--- src/rtl/instr_fetch_queue_pkg.sv ---
// ============================================================================
// Module  : instr_fetch_queue_pkg
// Brief   : Shared types and default sizing for the fetch/decode queue.
// Revision: 1.0 - initial release
// ============================================================================
`default_nettype none

package instr_fetch_queue_pkg;

  typedef logic [31:0] word_t;

  typedef struct packed {
    word_t pc;
    word_t instr;
  } fq_entry_t;

  localparam int FQ_DEPTH = 8;
  localparam int FQ_IN_W  = 2;
  localparam int FQ_OUT_W = 2;

  typedef logic [$clog2(FQ_DEPTH)-1:0] fq_ptr_t;
  typedef logic [$clog2(FQ_DEPTH+1)-1:0] fq_cnt_t;

endpackage

`default_nettype wire

--- src/rtl/instr_fetch_queue_bank.sv ---
// ============================================================================
// Module  : fq_bank
// Brief   : Register array with IN_W consecutive-address write ports and
//           OUT_W combinational read ports starting at a base address.
// Revision: 1.0 - initial release
// ============================================================================
`default_nettype none

module fq_bank
  import instr_fetch_queue_pkg::*;
#(
  parameter int DATA_W = $bits(fq_entry_t),
  parameter int DEPTH  = FQ_DEPTH,
  parameter int IN_W   = FQ_IN_W,
  parameter int OUT_W  = FQ_OUT_W
) (
  input  logic                           clk,
  input  logic                           reset,
  input  logic                           wr_en,
  input  logic [$clog2(DEPTH)-1:0]       wr_addr,
  input  logic [$clog2(IN_W+1)-1:0]      wr_num,
  input  logic [IN_W*DATA_W-1:0]         wr_data,
  input  logic [$clog2(DEPTH)-1:0]       rd_addr,
  output logic [OUT_W*DATA_W-1:0]        rd_data
);

  localparam int c_AW = $clog2(DEPTH);

  logic [DATA_W-1:0] r_mem [DEPTH];
  logic [c_AW-1:0]   w_waddr [IN_W];

  generate
    for (genvar i = 0; i < IN_W; i++) begin : g_waddr
      assign w_waddr[i] = wr_addr + c_AW'(i);
    end
    for (genvar i = 0; i < OUT_W; i++) begin : g_rd
      assign rd_data[i*DATA_W +: DATA_W] = r_mem[rd_addr + c_AW'(i)];
    end
  endgenerate

  // Lanes are packed from 0, so only the first wr_num lanes are written.
  always_ff @(posedge clk) begin
    if (reset) begin
      for (int j = 0; j < DEPTH; j++) r_mem[j] <= '0;
    end else if (wr_en) begin
      for (int i = 0; i < IN_W; i++) begin
        if (i < int'(wr_num)) r_mem[w_waddr[i]] <= wr_data[i*DATA_W +: DATA_W];
      end
    end
  end

endmodule

`default_nettype wire

--- src/rtl/instr_fetch_queue.sv ---
// ============================================================================
// Module  : instr_fetch_queue
// Brief   : Multi-push / multi-pop in-order queue between fetch and decode.
// Revision: 1.0 - initial release
// ============================================================================
`default_nettype none

module instr_fetch_queue
  import instr_fetch_queue_pkg::*;
#(
  parameter int DATA_W = $bits(fq_entry_t),
  parameter int DEPTH  = FQ_DEPTH,
  parameter int IN_W   = FQ_IN_W,
  parameter int OUT_W  = FQ_OUT_W
) (
  input  logic                          clk,
  input  logic                          reset,
  input  logic                          flush,
  input  logic [$clog2(IN_W+1)-1:0]     in_num,
  input  logic [IN_W*DATA_W-1:0]        in_data,
  output logic                          in_ready,
  output logic [OUT_W-1:0]              out_valid,
  output logic [OUT_W*DATA_W-1:0]       out_data,
  input  logic [$clog2(OUT_W+1)-1:0]    out_num,
  output logic [$clog2(DEPTH+1)-1:0]    count
);

  localparam int c_AW = $clog2(DEPTH);
  localparam int c_CW = $clog2(DEPTH+1);
  localparam int c_IW = $clog2(IN_W+1);

  logic [c_AW-1:0] r_head;
  logic [c_AW-1:0] r_tail;
  logic [c_CW-1:0] r_count;

  logic [c_IW-1:0] w_push_n;
  logic [c_CW-1:0] w_push_cnt;
  logic [c_CW-1:0] w_pop_cnt;
  logic            w_wr_en;

  // No pop look-ahead: a full-for-push queue rejects fetch even if decode pops.
  assign in_ready = (r_count <= c_CW'(DEPTH - IN_W));
  assign count    = r_count;

  always_comb begin
    w_push_n   = (in_num > c_IW'(IN_W)) ? c_IW'(IN_W) : in_num;
    w_push_cnt = '0;
    if (in_ready && !flush) w_push_cnt = c_CW'(w_push_n);
    w_pop_cnt  = (c_CW'(out_num) > r_count) ? r_count : c_CW'(out_num);
  end

  assign w_wr_en = in_ready && !flush && (w_push_n != '0);

  always_ff @(posedge clk) begin
    if (reset || flush) begin
      r_head  <= '0;
      r_tail  <= '0;
      r_count <= '0;
    end else begin
      r_head  <= r_head + c_AW'(w_pop_cnt);
      r_tail  <= r_tail + c_AW'(w_push_cnt);
      r_count <= r_count + w_push_cnt - w_pop_cnt;
    end
  end

  generate
    for (genvar i = 0; i < OUT_W; i++) begin : g_valid
      assign out_valid[i] = (r_count > c_CW'(i));
    end
  endgenerate

  fq_bank #(
    .DATA_W (DATA_W),
    .DEPTH  (DEPTH),
    .IN_W   (IN_W),
    .OUT_W  (OUT_W)
  ) u_bank (
    .clk     (clk),
    .reset   (reset),
    .wr_en   (w_wr_en),
    .wr_addr (r_tail),
    .wr_num  (w_push_n),
    .wr_data (in_data),
    .rd_addr (r_head),
    .rd_data (out_data)
  );

endmodule

`default_nettype wire
--- config.mk ---
export PLATFORM = sky130hd
export DESIGN_NAME = instr_fetch_queue
export DESIGN_NICKNAME = d
export VERILOG_FILES = /design/src/rtl/instr_fetch_queue_pkg.sv /design/src/rtl/instr_fetch_queue_bank.sv /design/src/rtl/instr_fetch_queue.sv
export SDC_FILE = /design/constraint.sdc
export NUM_CORES = 1
export LEC_CHECK = 0
export BUFFER_PORTS_ARGS = -buffer_cell sky130_fd_sc_hd__buf_4
export CAP_MARGIN = 20
export CORE_MARGIN = 4
export CORE_UTILIZATION = 28
export CTS_BUF_LIST = sky130_fd_sc_hd__clkbuf_8
export CTS_CLUSTER_SIZE = 28
export DETAILED_ROUTE_END_ITERATION = 6
export PLACE_DENSITY = 0.54
export REMOVE_ABC_BUFFERS = 1
export SLEW_MARGIN = 20
export SYNTH_ARGS = -nofsm -noshare
export SYNTH_HDL_FRONTEND = slang
export SYNTH_SLANG_ARGS = --single-unit
--- constraint.sdc ---
create_clock -name clk -period 10.9 [get_ports clk]
set_input_delay 1.635 -clock clk [delete_from_list [all_inputs] [get_ports clk]]
set_output_delay 1.635 -clock clk [all_outputs]
set_load 0.01 [all_outputs]
# Yosys cells after proc, flatten, opt, wreduce, memory -nomap -nowiden

Memories as Yosys holds them, arrays and structs flattened. A register that Yosys moved wholly into a read port is not among the register bits.
Index checks and enable logic that the tools add are counted.

Bits in writable memories: 512
Input port bits: 135
Output and inout port bits: 135
Memories kept: 1
Word-level logic and storage cells: 44
Register bits: 10

Add/sub/neg operators: 6
Order comparisons: 7
Reductions and logical operators: 7
Muxes and demuxes: 20

Memories:

| memory       | words | bits a word | rd ports | clocked after Yosys merged registers in | write ports | RTL line                     | RTL |
|---|---|---|---|---|---|---|---|
| u_bank.r_mem | 8     | 64          | 2        | 1                                       | 8           | instr_fetch_queue_bank.sv:29 | `logic [DATA_W-1:0] r_mem [DEPTH];` |

Operator list:

| kind                | number |
|---|---|
| $mux 64             | 2 |
| $reduce_or 64->1    | 2 |
| $mux 1              | 12 |
| $mux 3              | 3 |
| $gt 4x1->1 const B  | 2 |
| $add 3x1->3 const B | 2 |
| $add 3x3->3         | 2 |
| $add 4x4->4         | 1 |
| $gt 2x4->1          | 1 |
| $le 4x3->1 const B  | 1 |
| $lt 1x2->1 const A  | 2 |
| $mux 2              | 2 |
| $mux 4              | 1 |
| $sub 4x4->4         | 1 |
| $gt 2x2->1 const B  | 1 |
| $logic_and 1x1->1   | 2 |
| $reduce_bool 2->1   | 1 |
| $logic_not 1->1     | 1 |
| $logic_or 1x1->1    | 1 |

# Longest topological paths before layout

Depth in word-level cells: 9
Gate-level depth with buffers: 13
Mapped depth without buffers: 12

# Hierarchy

Synthesis repeated with hierarchy kept, for this count alone.

Cell total of the unflattened synthesis: 2336
Area, all modules: 31139.9 µm²

By module, submodules not included:

| module            | instances | cells each | area an instance (µm²) |
|---|---|---|---|
| fq_bank           | 1         | 2251       | 30362.9 |
| instr_fetch_queue | 1         | 85         | 777.0 |

# Worst setup path after synthesis

OpenSTA, ideal clock, no wires.

Path type: input -> register
From: in reset
To: mem u_bank.r_mem[2][0] (netlist name), enable pin
Slack: 6.284 ns
Data arrival time: 4.195 ns
Buffers on the path: 3
Stages on the path: 6
Cell sequence: buf_2 nand2b_2 nor4_4 buf_2 buf_1 a211o_1

RTL lines:

| element         | RTL line                     | RTL |
|---|---|---|
| start, declared | instr_fetch_queue.sv:17      | `input logic reset,` |
| end, declared   | instr_fetch_queue_bank.sv:29 |  |

# Worst setup path in the final report

From: reg r_head[0]
To: out out_data[108]

Word-level cells in the longest chain between the ends: 2

RTL lines:

| element                | RTL line                     | RTL |
|---|---|---|
| start, declared        | instr_fetch_queue.sv:32      | `logic [c_AW-1:0] r_head;` |
| start signal, assigned | instr_fetch_queue.sv:60      | `r_head <= r_head + c_AW'(w_pop_cnt);` |
| $add 3x1->3            | instr_fetch_queue_bank.sv:37 | `assign rd_data[i*DATA_W +: DATA_W] = r_mem[rd_addr + c_AW'(i)];` |
| $mem_v2 8x64           | -                            |  |
| end, declared          | instr_fetch_queue.sv:23      | `output logic [OUT_W*DATA_W-1:0] out_data,` |

No other way between the ends.

==> flow_summary.yaml <==
outcome:
  status: "completed"
critical_path:
  crit_family: "buffers and inverters"
  start_kind: "register"
  critPathMaxStageDelay_ns: 1.02
  path_class: "reg2out"
  cp.required_ns: 9.27
  worst_path_max_delay_cell: "dfxtp_4"
  path_max_fanout: 62
  worstPathCellList: "ha_4 > buf_4 > buf_4 > mux4_2 > mux2_2 > buf_4"
  worstSetupPathDepth: 6
  critPathBufInv: 3
  ff2ff_path_depth: 8
  path_common_cell: "buf_4"
  worstPathArrival_ns: 5.01
  end_kind: "output pin"
timing:
  worst_pin_slew_ns: 1.16
  timing.setup.tns_ns: 0
  worst_clock_skew_ns: 0.0507
  finalCritPeriodShare_pct: 61.0
  hold_viol: 0
  drv_slew: 0
  period_minus_slack_ns: 6.64
  relSlewSlack_pct: 22.5
  whs_ns: 0.622
  setup_violations: 0
  rsz0062_at_grt: "false"
  maxClockFrequency_ghz: 0.151
placed_design:
  dpl-instance-area_mm2: 0.0332
  numPortBuffers: 269
  routabilityCongestion: 0.768
  dpl.hpwl_um: 61200
synthesis:
  synth_top_cell_by_area: "edfxtp_1"
  ys_top_cells_by_area: "edfxtp_1 (51%), mux4_2 (19%), a32o_1 (17%)"
  synth_top_cell_area_share_pct: 50.5
  async_flop_share_pct: 0
  ys.flop_type: "edfxtp_1"
  synth.avg_cell_area_um2: 16.1
  syn_inst: 1895
  synth_area_mm2: 0.0304
  synth_cell_type_count: 43
  seq_area_frac_synth_pct: 51.2
  synth_seq_cells: 522
  ys.warnings.count: 0
  synth_edf_count: 512
drt:
  drtIter0Drc: 2330
  vias: 21652
  viasPerCell: 6.33
  wl_um: 112000
  post-route-drc-count: 0
  ant_nets: 0
  drt_first_pass_iters: 6
  wire_per_inst_um: 32.6
floorplanning:
  core_area_mm2: 0.108
  dieWidth_um: 338
  start_util_pct: 28.3
  die-area_mm2: 0.114
  ios: 270
  fp-row-count: 120
  die_h_um: 338
power:
  p_leak_nw: 11.4
  ir_drop_v: 0.000151
  finalPower_mw: 6.37
  power_density_mw_per_mm2: 182
clock_tree:
  root_buffer: "clkbuf_8"
  clockBufferDepth: 3
  clk_pin_slew_worst_paths_ns: 0.05
  post_cts.repair.setup_buffers: 0
  cts_inserted_buffers: 98
  cts.sinks: 522
  postCtsResizedCells: 0
  cts_tree: "built"
  cts_hold_buf: 0
  cts.htree.levels: 3
  worst_skew_pair.late_latency_ns: 0.73
global_route:
  grt_pass1_vias: 22452
  overflow: 0
  antenna_found_initial: 14
  grt_pass1_wl_um: 161000
  grt_max_degree: 204
  grt_util_all_layers_pct: 19.0
finish:
  drive_above_1_share_pct: 42.1
  layout_common_cells: "a32o_1 (512), edfxtp_1 (512), buf_4 (312)"
  stdcell_area_mm2: 0.0349
  layout.nets: 2091
  syn_to_final_growth_pct: 14.8
worst_hold_path:
  hp-class: "reg2reg"
  hold_depth: 2
run:
  drv_cap: 0
## metal layers
layer  global-route usage [%]  vias to the layer above  routed length [um]
met2                     31.7                     1346               54500
met3                     4.37                      202               11400
met4                     5.91                       14                2570
met5                        0                        -                  89
met1                     24.7                    11547               43100
li1                         -                     8543                   -
## state kept, by name, indices dropped and copies added, names as in the netlist
| name | count |
|---|---|
| r_tail | 3 |
| r_head | 3 |
| u_bank.r_mem | 512 |
| count | 4 |
## logic make-up (layout without fill, tap and decap cells)
kind of cell / Yosys count / after routing / share of synthesized area, %
compound gates: 529 / 529 / 17.3
flops: 522 / 522 / 51.2
mux: 388 / 388 / 23.8
buf+inv: 384 / 501 / 5.51
simple gates: 48 / 48 / 1.23
fa+ha+maj: 18 / 18 / 0.814
xor+xnor: 6 / 6 / 0.173
other cells: 0 / 8 / 0
## layout make-up
type / instances / area [um2]
Fill cell: 10437 / 72600
Sequential cell: 522 / 15600
Multi-Input combinational cell: 989 / 13400
Timing Repair Buffer: 315 / 2400
Tap cell: 1403 / 1760
Clock buffer: 100 / 1380
Clock inverter: 74 / 387
Inverter: 12 / 45.0
Antenna cell: 8 / 20.0
## metrics by stage
step	std cells	worst slack, ns	utilization (%)
after CTS	3415	4.16	32.5
after global routing	3418	4.04	32.5
final	3423	4.26	32.5
after floorplan	1523	-3.10	-
after detailed placement	3241	4.95	30.9
after global placement	3241	5.05	30.9
## Yosys cell counts (all sizes together) (7+ instances only)
library cell,instances
nand2,7
clkbuf,117
buf,255
a211o,8
inv,12
mux4,256
ha,15
mux2,129
dfxtp,10
a32o,512
nor4,11
edfxtp,512
## final timing paths
path | from | end | slack, ns
max | r_head[0] | out_data[108] | 4.26
min | r_tail[2] | r_tail[2] | 0.62
min reg2reg | r_tail[2] | r_tail[2] | 0.62
max reg2reg | count[3] | u_bank.r_mem[7][25] | 6.66
## power by group
part	leakage (nW)	switching (mW)	internal, mW
combinational	4.96	1.10	1.03
clock	1.02	0.886	0.900
sequential	5.39	0.116	2.33
total	11.4	2.11	4.27
## worst reg2reg max path, cell delays in order, from the launching register on
cell,delay (ns)
dfxtp_1,0.37
inv_1,0.10
ha_1,0.22
and3_4,0.30
nor4_4,0.30
buf_4,0.55
buf_4,0.68
a211o_4,0.48
buf_4,0.80
Power figures use the tool's default switching activity.
